$ cat config.mk
export PLATFORM = sky130hd
export DESIGN_NAME = l1i_mau
export DESIGN_NICKNAME = d
export VERILOG_FILES = /design/src/rtl/l1i_mau.sv
export SDC_FILE = /design/constraint.sdc
export NUM_CORES = 1
export LEC_CHECK = 0
export ABC_AREA = 1
export BUFFER_PORTS_ARGS = -buffer_cell sky130_fd_sc_hd__buf_2
export CORE_MARGIN = 2
export CORE_UTILIZATION = 49
export CTS_CLUSTER_SIZE = 25
export DETAILED_ROUTE_END_ITERATION = 8
export HOLD_SLACK_MARGIN = 0.05
export PLACE_DENSITY = 0.8
export SYNTH_ARGS = -nofsm -noshare
export SYNTH_HDL_FRONTEND = slang
export SYNTH_SLANG_ARGS = --single-unit
$ cat constraint.sdc
create_clock -name clk -period 1.68 [get_ports clk]
set_input_delay 0.252 -clock clk [delete_from_list [all_inputs] [get_ports clk]]
set_output_delay 0.252 -clock clk [all_outputs]
set_load 0.005 [all_outputs]
$ cat src/rtl/l1i_mau.sv
// Line-fill engine for the L1 instruction cache: fetches one line as a sequence
// of single-word memory reads and returns the assembled line with a one-cycle ack.
module l1i_mau #(
    parameter int ADDR_WIDTH = 32,
    parameter int LINE_SIZE  = 128,
    parameter int BUS_WIDTH  = 32,
    parameter int BEATS      = LINE_SIZE / BUS_WIDTH
) (
    input  logic                  clk,
    input  logic                  rst_n,
    input  logic                  mau_req_val,
    input  logic [ADDR_WIDTH-1:0] mau_req_addr,
    output logic                  mau_req_ack,
    output logic [LINE_SIZE-1:0]  mau_ack_data,
    output logic                  mem_req_val,
    output logic [ADDR_WIDTH-1:0] mem_req_addr,
    input  logic                  mem_req_ack,
    input  logic                  mem_rsp_val,
    input  logic [BUS_WIDTH-1:0]  mem_rsp_data,
    output logic                  busy
);

    localparam int                    CNT_W      = (BEATS > 1) ? $clog2(BEATS) : 1;
    localparam logic [CNT_W-1:0]      LAST       = CNT_W'(BEATS - 1);
    localparam logic [ADDR_WIDTH-1:0] OFF_MASK   = ADDR_WIDTH'(LINE_SIZE / 8 - 1);
    localparam logic [ADDR_WIDTH-1:0] BEAT_BYTES = ADDR_WIDTH'(BUS_WIDTH / 8);

    typedef enum logic [1:0] {IDLE, REQ, WAIT, DONE} state_t;

    state_t                  state_q, state_d;
    logic [CNT_W-1:0]        cnt_q;
    logic [ADDR_WIDTH-1:0]   base_q;
    logic [LINE_SIZE-1:0]    line_q;

    always_comb begin
        state_d     = state_q;
        mem_req_val = 1'b0;
        mau_req_ack = 1'b0;
        case (state_q)
            IDLE: if (mau_req_val) state_d = REQ;
            REQ: begin
                mem_req_val = 1'b1;
                if (mem_req_ack) state_d = WAIT;
            end
            WAIT: if (mem_rsp_val) state_d = (cnt_q == LAST) ? DONE : REQ;
            DONE: begin
                // Request line is still high here; it is only sampled in IDLE.
                mau_req_ack = 1'b1;
                state_d     = IDLE;
            end
            default: state_d = IDLE;
        endcase
    end

    assign busy         = (state_q != IDLE);
    assign mau_ack_data = line_q;
    assign mem_req_addr = base_q + ADDR_WIDTH'(cnt_q) * BEAT_BYTES;

    always_ff @(posedge clk or negedge rst_n) begin
        if (!rst_n) begin
            state_q <= IDLE;
            cnt_q   <= '0;
            base_q  <= '0;
            line_q  <= '0;
        end else begin
            state_q <= state_d;
            if (state_q == IDLE && mau_req_val) begin
                base_q <= mau_req_addr & ~OFF_MASK;
                cnt_q  <= '0;
            end
            if (state_q == WAIT && mem_rsp_val) begin
                for (int i = 0; i < BEATS; i++) begin
                    if (cnt_q == CNT_W'(i)) line_q[i*BUS_WIDTH +: BUS_WIDTH] <= mem_rsp_data;
                end
                // Counter parks on the last beat so it never wraps inside a fill.
                if (cnt_q != LAST) cnt_q <= cnt_q + 1'b1;
            end
        end
    end

endmodule

# Yosys cells after proc, flatten, opt, wreduce, memory -nomap -nowiden

Cells that the tools add are included.

Add/sub/neg operators: 2
Equality and inequality tests: 10
Multiplexer cells: 10
Reductions and logical operators: 10

Operator list:

| operator                                       | count |
|---|---|
| adder 32 x 4 -> 32 bit                         | 1 |
| two-way mux 2 bit                              | 7 |
| == test 2 bit (second input constant)          | 4 |
| != test 2 bit (second input constant)          | 4 |
| case mux 2 bit (4 select lines)                | 1 |
| AND reduction 2 bit                            | 4 |
| == test 2 x 1 -> 1 bit (second input constant) | 2 |
| zero test 2 bit                                | 2 |
| AND reduction 3 bit                            | 1 |
| adder 2 x 1 -> 2 bit (second input constant)   | 1 |
| logical AND 1 bit                              | 2 |
| two-way mux 1 bit                              | 2 |
| nonzero test 2 bit                             | 1 |

Bits in registers: 160
Input bits: 69
Output and inout port bits: 163

# Longest topological paths before layout

Word-level depth: 5
Depth in mapped cells: 7
Gate-level depth less buffers: 6

# Worst setup path before layout

No wires, ideal clock.

Kind: register -> register
Start point: reg state_q[0]
End point: reg line_q[83], in the netlist mau_ack_data[83]
Library setup time: 120 ps
Data arrival time: 1091 ps
Path slack: 469 ps
Cell stages (with the launch flop): 8
Path through: dfrtp_1 > inv_1 > nand3_2 > inv_4 > nand2_4 > buf_4 > nand2_1 > o21ai_2

Word-level cells in the longest chain between the ends: 3

RTL lines:

| what                                 | line | source |
|---|---|---|
| start, declared                      | 30   | `state_t state_q, state_d;` |
| start signal, assigned               | 66   | `state_q <= state_d;` |
| == test 2 bit                        | 71   | `if (state_q == WAIT && mem_rsp_val) begin` |
| logical AND 1 bit                    | 71   |  |
| AND reduction 2 bit (no source line) | --   |  |
| end signal, assigned by index        | 73   | `if (cnt_q == CNT_W'(i)) line_q[i*BUS_WIDTH +: BUS_WIDTH] <= mem_rsp_data;` |
| end, declared                        | 33   | `logic [LINE_SIZE-1:0] line_q;` |

Every way passes these cells.
A chain may end at the register's enable or synchronous reset.

# Worst setup path in the final report

Start point: reg state_q[1]
End point: out busy

Word-level cells in the longest chain between the ends: 1

RTL lines:

| what               | line | source |
|---|---|---|
| nonzero test 2 bit | 55   | `assign busy = (state_q != IDLE);` |
| end, declared      | 20   | `output logic busy` |

Every way passes these cells.

==> impl_summary.log <==
[metrics] die area: around 14000 µm²
[metrics] post-synth cell types: 21
[metrics] final standard cell area without fillers: 8200 µm²
[metrics] Clk network pwr share: about 30%
[metrics] data arrival at the endpoint of the critical path: 1.35 ns
[metrics] CTS root buf: clkbuf_16
[metrics] Final Hold Violating Endpoints: 0
[metrics] # port buffers: between 200 and 250
[metrics] post-route DRC violation count: 0
[metrics] worst reg-to-reg path cell count: 7
[metrics] overflow left after global routing: 0
[metrics] final WL: 14500 µm
[metrics] crit-path max FO: 15
[metrics] number of warnings printed during yosys synthesis: 0
[metrics] number of antenna violations at the first check in global routing: 0
[metrics] crit start category: flop
[metrics] Area growth syn-to-layout: 31.9%
[metrics] maximum number of buffers from clock root to sink: 2
[metrics] # fillers: 1039
[metrics] hold path start: mau_req_addr[23]
[metrics] slowest stage cell on the critical path: dfrtp_2
[metrics] buffer and inverter count on the worst path: 3
[metrics] minimum clock period: 1.60 ns
[metrics] share of the clock period used by the worst path after layout: 95.1%
[metrics] final net count: ~910
[metrics] maximum operating frequency: 626 MHz
[metrics] detailed-routing wirelength on met1: 6100 µm
[metrics] WL per Instance: 14.2 µm
[metrics] starting density of the core: 49.7%
[metrics] Hold Path Sink: base_q[23]
[metrics] Final Wtd Congestion: 0.781
[metrics] total placed cells including tap cells: 985
[metrics] die height: 117 µm
[metrics] Max Transition Viols Final: 0
[metrics] placed cell areas: 7490 µm²
[metrics] Int Pwr: 9.57 mW
[metrics] Max IR drop VDD: between 800 and 900 µV
[metrics] via count of the first global-routing pass: 4720
[metrics] worst slack, placed: approximately 0.2 ns
[metrics] Largest delay share family, worst path: flip-flops
[metrics] PD cells: 1680 nW/µm²
[metrics] part of the total power dissipated in combinational logic: around 28%
[metrics] Post-DRT Antenna Nets: 0
[metrics] layout cells sized above 1: 35.5%
[metrics] TritonCTS clock tree: yes
[metrics] data required time at the worst endpoint: roughly 1.4 ns
[metrics] clock sinks: 160
[metrics] Maximum Capacitance Violations: 0
[metrics] capturing element type of the critical path: output pin
[metrics] critical path type: reg2out
[metrics] critical path's largest stage delay: 0.45 ns
[metrics] hold path depth: 3
[metrics] post-layout worst setup margin: 0.0818 ns
[metrics] part of the Yosys area used for sequential elements: 64.4%
[metrics] terminus of the critical flop-to-flop path: mau_ack_data[26]
[metrics] Leak Pwr: around 4.6 nW
[metrics] overall routing resource usage: 22.1%
[metrics] cell taking the most area after synthesis: dfrtp_1
[metrics] area of the core: between 10000 and 15000 µm²
[metrics] count of non-filler cells in the finished layout: 1021
[metrics] Seq pwr share: 42.8%
[metrics] Worst-path clk slew: 0.06 ns
[metrics] Initial DRT Pass Iterations: 5
[metrics] RSZ-0062 raised after global routing: no
[metrics] Net Switching: 4.18 mW
[metrics] Final setup violation count: 0
[metrics] area share of the leading cell type in the synthesized netlist: 64.4%
[metrics] vias per std cell: about 4.8
[metrics] ranking of synthesized cells by area: dfrtp_1 (64%), nand2_1 (12%), o21ai_1 (8.9%)
[metrics] worst skew pair latency: roughly 0.41 ns
[metrics] Syn Inst Count: 606
[metrics] placed wire-length estimate after detailed placement: 9950 µm
[metrics] ant diodes: 0
[metrics] number of vias after detailed routing: about 5000
[metrics] worst min-delay path class: in2reg
[metrics] clock tree skew after final layout: roughly 0.0045 ns
[metrics] First DRT Iteration DRCs: 286
[metrics] routed wire length on met2: slightly above 7000 µm
[metrics] FF-to-FF Start: state_q[0]
[metrics] list of cells traversed by the critical path: nor2_4 -> buf_12 -> inv_1 -> buf_2
[metrics] IO Pins: 232
[metrics] top metal layer carrying routed signals: met4
[metrics] total length of routed met3 wires: between 1000 and 1500 µm
[metrics] proportion of total power due to net switching: 30.4%
[metrics] CTS buffer count: 17
[metrics] final-layout setup total negative slack: 0 ns
[metrics] Die X-Extent: 117 µm
[metrics] synthesized area divided by synthesized cell count: ~10 µm²
[metrics] summed instance area of the synthesized netlist: 6220 µm²
[metrics] outcome: finished clean
[metrics] global-route wire length before repair: around 23000 µm
[metrics] pin count of the biggest net entering global routing: 49
[metrics] H-Tree Level Count: 4
[metrics] total chip power: between 10 and 15 mW
[metrics] reg2reg setup slack: 0.14 ns
[metrics] synthesized flop and latch total: 160
[metrics] Core Rows: 41
power by group through the flow:
stage	Sequential, mW	Clock (mW)	Combinational, mW
finish	5.88	4.05	3.82
global route	6.04	4.31	4.37
CTS	5.88	4.14	3.76
detailed placement	5.89	0	3.70
global placement	5.87	0	3.56
floorplan	5.99	0	1.68
layer usage:
layer  vias up  track usage [%]
met3        19             7.89
li1       2419                -
met2       183             36.0
met5         -                0
met1      2303             27.5
met4         0             8.00
sequential cells by signal, summed over array words and instances, names as in the netlist:
name / cells
base_q: 28
cnt_q: 2
mau_ack_data: 128
state_q: 2
through the flow:
stage               hold slack, ns  util, %
floorplan                  -0.0436        -
global placement             0.232     59.8
detailed placement           0.232     59.8
CTS                         0.0502     65.2
global route                0.0643     65.5
finish                      0.0700     65.5
synth_stat cells:
library cell,n
buf_1,1
buf_2,4
buf_4,5
buf_6,19
clkbuf_1,4
clkbuf_8,2
conb_1,1
dfrtp_1,160
ha_1,4
inv_1,41
inv_4,1
nand2_1,194
nand2_4,4
nand3_1,31
nand3_2,1
nand3b_1,1
nand4_1,1
nor2_1,2
o21ai_0,1
o21ai_1,110
o21ai_2,19
cell usage in the layout, fill, tap and decap left out, types with 3 or more instances in the layout:
master     instances
buf_2            224
nand2_1          194
dfrtp_1          158
o21ai_1          110
inv_1             41
nand3_1           31
o21ai_2           19
clkbuf_16         18
buf_12            10
buf_4              7
ha_1               4
clkinv_2           4
bufinv_16          4
nand2_4            3
clkbuf_8           3
final cells by class:
cell class | count | area, µm² | share of cell area [%]
inverters | 42 | 160 | 1.95
well taps | 172 | 215 | 2.62
flip-flops and latches | 160 | 4010 | 48.9
multi-input cells | 370 | 1760 | 21.4
repair buffers | 245 | 1430 | 17.4
clock inverters | 10 | 158 | 1.92
clock buffers | 22 | 474 | 5.78
logic make-up (layout without fill, tap and decap cells):
| group | Yosys count | after routing | synth area share, % |
|---|---|---|---|
| AO/OA/AOI/OAI | 130 | 130 | 11.6 |
| adder cells (fa/ha/maj) | 4 | 4 | 0.805 |
| buffers and inverters | 77 | 319 | 7.69 |
| other | 1 | 2 | 0.0603 |
| flip-flops | 160 | 160 | 64.4 |
| AND/OR/NAND/NOR | 234 | 234 | 15.4 |
tightest hold or removal path, stage by stage:
cell	delay (ns)
buf_2	0.07
nand3_1	0.06
nand2_1	0.06
timing repair:
action | in CTS | in global routing
endpoints found under the hold margin | 43 | 0
gates cloned | 0 | 1
buffers inserted | 0 | 1
setup endpoints to repair | 1 | 3
hold buffers | 2 | 0
pin swaps | 0 | 1
resized for setup | 4 | 3
how the worst max path moves through the flow:
stage | endpoint | startpoint | depth (start not counted) | slack (ns)
detailed placement | mau_ack_data[95] | state_q[0] | 7 | 0.20
global placement | mau_ack_data[113] | state_q[0] | 7 | 0.25
CTS | busy | state_q[1] | 4 | 0.03
global route | busy | state_q[1] | 4 | 0.008
finish | busy | state_q[1] | 4 | 0.08
floorplan | mau_ack_data[83] | state_q[0] | 7 | 0.47
No activity file was read; power rests on OpenSTA's default activity.
